File: src/rtl/arith_pkg.sv
// Shared arithmetic-datapath definitions: FSM state encoding, add/subtract
// mode encodings and the carry-majority helper used by the full-adder cell.
package arith_pkg;

  typedef enum logic [1:0] {
    ST_IDLE = 2'd0,
    ST_RUN  = 2'd1,
    ST_DONE = 2'd2
  } state_t;

  localparam logic MODE_ADD = 1'b0;
  localparam logic MODE_SUB = 1'b1;

  function automatic logic maj3(input logic x, input logic y, input logic z);
    return (x & y) | (x & z) | (y & z);
  endfunction

endpackage

File: src/rtl/serial_add_sub_if.sv
// Request/result bundle of the bit-serial adder/subtractor; the requester
// drives operands and Start, the datapath returns status and result.
interface serial_add_sub_if #(
  parameter int WIDTH = 8
);

  logic             Start;
  logic             Mode;
  logic [WIDTH-1:0] A;
  logic [WIDTH-1:0] B;
  logic             Cin;
  logic             Busy;
  logic             Done;
  logic [WIDTH-1:0] Sum;
  logic             Cout;
  logic             Ovf;

  modport master (
    output Start, Mode, A, B, Cin,
    input  Busy, Done, Sum, Cout, Ovf
  );

  modport slave (
    input  Start, Mode, A, B, Cin,
    output Busy, Done, Sum, Cout, Ovf
  );

endinterface

File: src/rtl/fa_cell.sv
// Combinational 1-bit full adder; the single bit-slice of the serial datapath.
module fa_cell
  import arith_pkg::*;
(
  input  logic a,
  input  logic b,
  input  logic cin,
  output logic sum,
  output logic cout
);

  assign sum  = a ^ b ^ cin;
  assign cout = maj3(a, b, cin);

endmodule

File: src/rtl/serial_add_sub.sv
// Bit-serial adder/subtractor: one operand bit per clock, LSB first, through a
// single full-adder cell; result, carry-out and signed overflow on a Done pulse.
module serial_add_sub
  import arith_pkg::*;
#(
  parameter int WIDTH = 8
) (
  input  logic              clk,
  input  logic              rst,
  serial_add_sub_if.slave   bus
);

  localparam int CNT_W = (WIDTH > 1) ? $clog2(WIDTH) : 1;

  state_t             state_r;
  state_t             state_s;
  logic [WIDTH-1:0]   ra_r;
  logic [WIDTH-1:0]   rb_r;
  logic [WIDTH-2:0]   rs_r;
  logic               c_r;
  logic [CNT_W-1:0]   cnt_r;
  logic [WIDTH-1:0]   sum_r;
  logic               cout_r;
  logic               ovf_r;
  logic               busy_r;
  logic               done_r;

  logic               s_s;
  logic               c_s;
  logic               load_s;
  logic               last_s;
  logic [WIDTH-1:0]   res_s;

  fa_cell u_fa (
    .a    (ra_r[0]),
    .b    (rb_r[0]),
    .cin  (c_r),
    .sum  (s_s),
    .cout (c_s)
  );

  // A new request is taken in IDLE or, for back-to-back issue, in DONE.
  assign load_s = bus.Start && ((state_r == ST_IDLE) || (state_r == ST_DONE));
  assign last_s = (state_r == ST_RUN) && (cnt_r == CNT_W'(WIDTH - 1));
  assign res_s  = {s_s, rs_r};

  // Next-state decode.
  always_comb begin
    state_s = state_r;
    case (state_r)
      ST_IDLE: begin
        if (bus.Start) state_s = ST_RUN;
        else           state_s = ST_IDLE;
      end
      ST_RUN: begin
        if (last_s) state_s = ST_DONE;
        else        state_s = ST_RUN;
      end
      ST_DONE: begin
        if (bus.Start) state_s = ST_RUN;
        else           state_s = ST_IDLE;
      end
      default: state_s = ST_IDLE;
    endcase
  end

  // State register plus registered Busy/Done decoded from the next state.
  always_ff @(posedge clk or posedge rst) begin
    if (rst) begin
      state_r <= ST_IDLE;
      busy_r  <= 1'b0;
      done_r  <= 1'b0;
    end else begin
      state_r <= state_s;
      busy_r  <= (state_s == ST_RUN);
      done_r  <= (state_s == ST_DONE);
    end
  end

  // Operand shift registers, carry and bit counter; subtract is A + ~B + ~borrow.
  always_ff @(posedge clk or posedge rst) begin
    if (rst) begin
      ra_r  <= '0;
      rb_r  <= '0;
      rs_r  <= '0;
      c_r   <= 1'b0;
      cnt_r <= '0;
    end else if (load_s) begin
      ra_r  <= bus.A;
      rb_r  <= (bus.Mode == MODE_ADD) ? bus.B : ~bus.B;
      c_r   <= bus.Cin ^ (bus.Mode == MODE_SUB);
      cnt_r <= '0;
    end else if (state_r == ST_RUN) begin
      ra_r  <= ra_r >> 1;
      rb_r  <= rb_r >> 1;
      rs_r  <= res_s[WIDTH-1:1];
      c_r   <= c_s;
      // Hold on the final bit so the counter never wraps inside a run.
      if (!last_s) cnt_r <= cnt_r + CNT_W'(1);
    end
  end

  // Result registers update only on the edge that retires the MSB.
  always_ff @(posedge clk or posedge rst) begin
    if (rst) begin
      sum_r  <= '0;
      cout_r <= 1'b0;
      ovf_r  <= 1'b0;
    end else if (last_s) begin
      sum_r  <= res_s;
      cout_r <= c_s;
      ovf_r  <= c_r ^ c_s;
    end
  end

  assign bus.Busy = busy_r;
  assign bus.Done = done_r;
  assign bus.Sum  = sum_r;
  assign bus.Cout = cout_r;
  assign bus.Ovf  = ovf_r;

endmodule

File: src/flat_wrapper.sv
// flat-port wrapper written by rule: the top's interface ports become plain ports
module serial_add_sub_flat import arith_pkg::*;
#(
  parameter int WIDTH = 8
)
  (clk, rst, bus_Start, bus_Mode, bus_A, bus_B, bus_Cin, bus_Busy, bus_Done, bus_Sum, bus_Cout, bus_Ovf);
  serial_add_sub_if #(.WIDTH(WIDTH)) bus_i ();
  input  logic clk;
  input  logic rst;
  input wire logic [$bits(bus_i.Start)-1:0] bus_Start;
  input wire logic [$bits(bus_i.Mode)-1:0] bus_Mode;
  input wire logic [$bits(bus_i.A)-1:0] bus_A;
  input wire logic [$bits(bus_i.B)-1:0] bus_B;
  input wire logic [$bits(bus_i.Cin)-1:0] bus_Cin;
  output wire logic [$bits(bus_i.Busy)-1:0] bus_Busy;
  output wire logic [$bits(bus_i.Done)-1:0] bus_Done;
  output wire logic [$bits(bus_i.Sum)-1:0] bus_Sum;
  output wire logic [$bits(bus_i.Cout)-1:0] bus_Cout;
  output wire logic [$bits(bus_i.Ovf)-1:0] bus_Ovf;
  assign bus_i.Start = bus_Start;
  assign bus_i.Mode = bus_Mode;
  assign bus_i.A = bus_A;
  assign bus_i.B = bus_B;
  assign bus_i.Cin = bus_Cin;
  assign bus_Busy = bus_i.Busy;
  assign bus_Done = bus_i.Done;
  assign bus_Sum = bus_i.Sum;
  assign bus_Cout = bus_i.Cout;
  assign bus_Ovf = bus_i.Ovf;
  serial_add_sub #(.WIDTH(WIDTH)) u_core (.clk(clk), .rst(rst), .bus(bus_i));
endmodule
File: config.mk
export PLATFORM = sky130hd
export DESIGN_NAME = serial_add_sub_flat
export DESIGN_NICKNAME = d
export VERILOG_FILES = /design/src/rtl/arith_pkg.sv /design/src/rtl/serial_add_sub_if.sv /design/src/rtl/fa_cell.sv /design/src/rtl/serial_add_sub.sv /design/src/flat_wrapper.sv
export SDC_FILE = /design/constraint.sdc
export NUM_CORES = 1
export LEC_CHECK = 0
export BUFFER_PORTS_ARGS = -buffer_cell sky130_fd_sc_hd__buf_2
export CORE_MARGIN = 5
export CORE_UTILIZATION = 50
export CTS_BUF_LIST = sky130_fd_sc_hd__clkbuf_4
export CTS_CLUSTER_SIZE = 24
export DETAILED_ROUTE_END_ITERATION = 7
export GPL_TIMING_DRIVEN = 1
export PLACE_DENSITY_LB_ADDON = 0.3
export SYNTH_ARGS = -nofsm -noshare
export SYNTH_HDL_FRONTEND = slang
export SYNTH_SLANG_ARGS = --single-unit
File: constraint.sdc
create_clock -name clk -period 3.2 [get_ports clk]
set_input_delay 0.32 -clock clk [delete_from_list [all_inputs] [get_ports clk]]
set_output_delay 0.32 -clock clk [all_outputs]
set_load 0.1 [all_outputs]
==> flow_summary.toml <==
[status]
status = "completed"

[sta]
final.setup.worst_slack_ns = 1.43
tns_ns = 0
rsz0062_at_grt = "false"
slew-limit-headroom_pct = 62.3
slew_viol_final = 0
clock.fmax_ghz = 0.564
hold_violations = 0
period_needed_ns = 1.77
setup_viol = 0
fin_skew_ns = 0.00777
max_slew.worst_pin.slew_ns = 0.563
period_share_pct = 55.4

[logic_synthesis]
synth_area_leaders = "dfrtp_1 (57%), mux2_2 (10%), mux2i_1 (5.0%)"
syn-cell-area_um2 = 1790
synth_cell_types = 25
yosys.area_share.simple_pct = 6.38
avgSynthCellArea_um2 = 12.8
syn_nets = 164
synth_top_area_share_pct = 57.5
synthMuxAreaShare_pct = 15.1
synthAdderAreaFrac_pct = 2.52
synth_compound_gate_area_share_pct = 9.81
synth_xor_area_share_pct = 5.40
synth_top_cell_by_area = "dfrtp_1"
ys_seq_elements = 41
synth_top_family_by_area = "multiplexers"
yosys_warnings = 0
synth.yosys.seq_area_share_pct = 57.5
syn_inst = 140

[finish]
mostFrequentLayoutCells = "dfrtp_1 (41), buf_2 (32), mux2_2 (16), nand2_1 (14)"
fin_nets = 198
final_util_pct = 60.6
final_common_cell = "dfrtp_1"
final_area_um2 = 2060
antennaDiodeCount = 0
final_layout_size_suffix_gt1_share_pct = 36.8
area_growth_pct = 15.1

[clock_network]
clkLatencyLatePin_ns = 0.35
root_buffer = "clkbuf_4"
cts_tree = "built"
cts_sinks = 41
path_clk_slew_ns = 0.11
post-cts-setup-buffers = 0
cts_buffers = 5
postCtsResizedCells = 0
cts_max_path_buffers = 2
cts_htree_levels = 2
cts_hold_buf = 0

[grt]
grt.total_usage_pct = 12.8
gr-total-overflow = 0
grt_max_degree = 42
antenna_found_initial = 0
grt_pass1_vias = 1188
grt_first_pass_wirelength_um = 5010

[setup_path]
cp.arrival_ns = 2.01
cp_max_fo = 13
crit_path_start_kind = "flop"
crit_start = "u_core.cnt_r[0]"
crit_chain = "ha_1 > ha_1 > nand3b_1 > mux2_2"
crit_path_frequent_cell = "ha_1"
cp-end-kind = "flop"
cp_num_buf_inv = 0
cp_top_family = "simple AND/OR/NAND/NOR gates"
cpMaxStageDelayCell = "nand3b_1"
max_stage_delay_ns = 0.44
r2r_start = "u_core.cnt_r[0]"
crit_required_ns = 3.44
path_class = "flop to flop"

[placed_design]
pre_cts_slack_ns = 1.43
place_congestion = 0.706
port_buffers = 32
placed_area_um2 = 1980

[die]
die_w_um = 69.8
fp.dieArea_um2 = 4870
fp-row-count = 21
start_util_pct = 52.7
coreArea_um2 = 3390
die_height_um = 69.8
ioPinCount = 33

[detailed_routing]
firstDrtPassIters = 4
routed_wl_um = 2910
drc = 0
drt_iter0_drc = 22
vias_per_cell = 5.15
vias = 1134
avgRoutedWirePerCell_um = 13.2
drt.antenna.violating_nets = 0

[flow_run]
maxCapViolCount = 0

[worst_hold_path]
hold_class = "input pin to asynchronous set/reset pin"
## through the flow
stage | hold WS (ns) | std cells
finish | 0.0766 | 220
global route | 0.129 | 220
CTS | 0.0783 | 220
detailed placement | 0.467 | 213
global placement | 0.456 | 213
floorplan | 0.442 | 140
## synth_stat cells
| cell | n |
|---|---|
| dfrtp_1 | 41 |
| mux2_2 | 16 |
| nand2_1 | 14 |
| mux2i_1 | 9 |
| o21ai_1 | 9 |
| xor2_1 | 9 |
| a22o_1 | 8 |
| a21o_1 | 6 |
| buf_2 | 4 |
| inv_1 | 3 |
| o21ai_0 | 3 |
| ha_1 | 2 |
| nor2b_1 | 2 |
| or2_2 | 2 |
| xnor2_1 | 2 |
| buf_4 | 1 |
| buf_6 | 1 |
| clkbuf_1 | 1 |
| clkbuf_2 | 1 |
| fa_1 | 1 |
| nand2b_1 | 1 |
| nand3b_1 | 1 |
| nor2_1 | 1 |
| nor2_2 | 1 |
| nor3b_2 | 1 |
## area by class of cell
| class | instances | area, um^2 |
|---|---|---|
| clock buffers | 5 | 37.5 |
| repair buffers | 35 | 183 |
| fillers | 278 | 1330 |
| flip-flops and latches | 41 | 1030 |
| inverters | 3 | 11.3 |
| multi-input cells | 88 | 706 |
| clock inverters | 2 | 35.0 |
| well taps | 46 | 57.6 |
## per-layer routing
layer	share of wire, %	track usage [%]	up-vias
li1	-	-	551
met1	42	14.5	551
met2	49	21.6	26
met3	6.4	4.78	6
met4	1.9	5.74	0
met5	0	0	-
## cell families after synthesis
kind of cell | count (synthesis)
simple gates | 23
fa+ha+maj | 3
buf+inv | 11
compound gates | 26
xor+xnor | 11
flops | 41
mux | 25
## worst paths after layout
kind,endpoint,slack [ns],depth (start not counted)
setup / recovery,u_core.bus.Sum[5],1.43,4
hold / removal,u_core.bus.Busy,0.08,3
setup reg to reg,u_core.bus.Sum[5],1.43,4
hold reg to reg,u_core.ra_r[1],0.49,1
max in group asynchronous,u_core.bus.Cout,2.78,3
min in group clk,u_core.ra_r[5],0.18,3
## sequential cells by signal, indices dropped and copies added, names as in the netlist
register,cells
u_core.bus.Busy,1
u_core.bus.Sum,8
u_core.bus.Ovf,1
u_core.cnt_r,3
u_core.c_r,1
u_core.ra_r,8
u_core.bus.Cout,1
u_core.rs_r,7
u_core.state_r,2
u_core.rb_r,8
u_core.bus.Done,1
## worst reg2reg max path: stages (launching register included)
cell,delay [ns]
dfrtp_1,0.42
ha_1,0.21
ha_1,0.20
nand3b_1,0.44
mux2_2,0.40
Power is left out: the tool's default activity adds up to more than one toggle a clock period on the data nets, which glitch-free logic cannot reach.
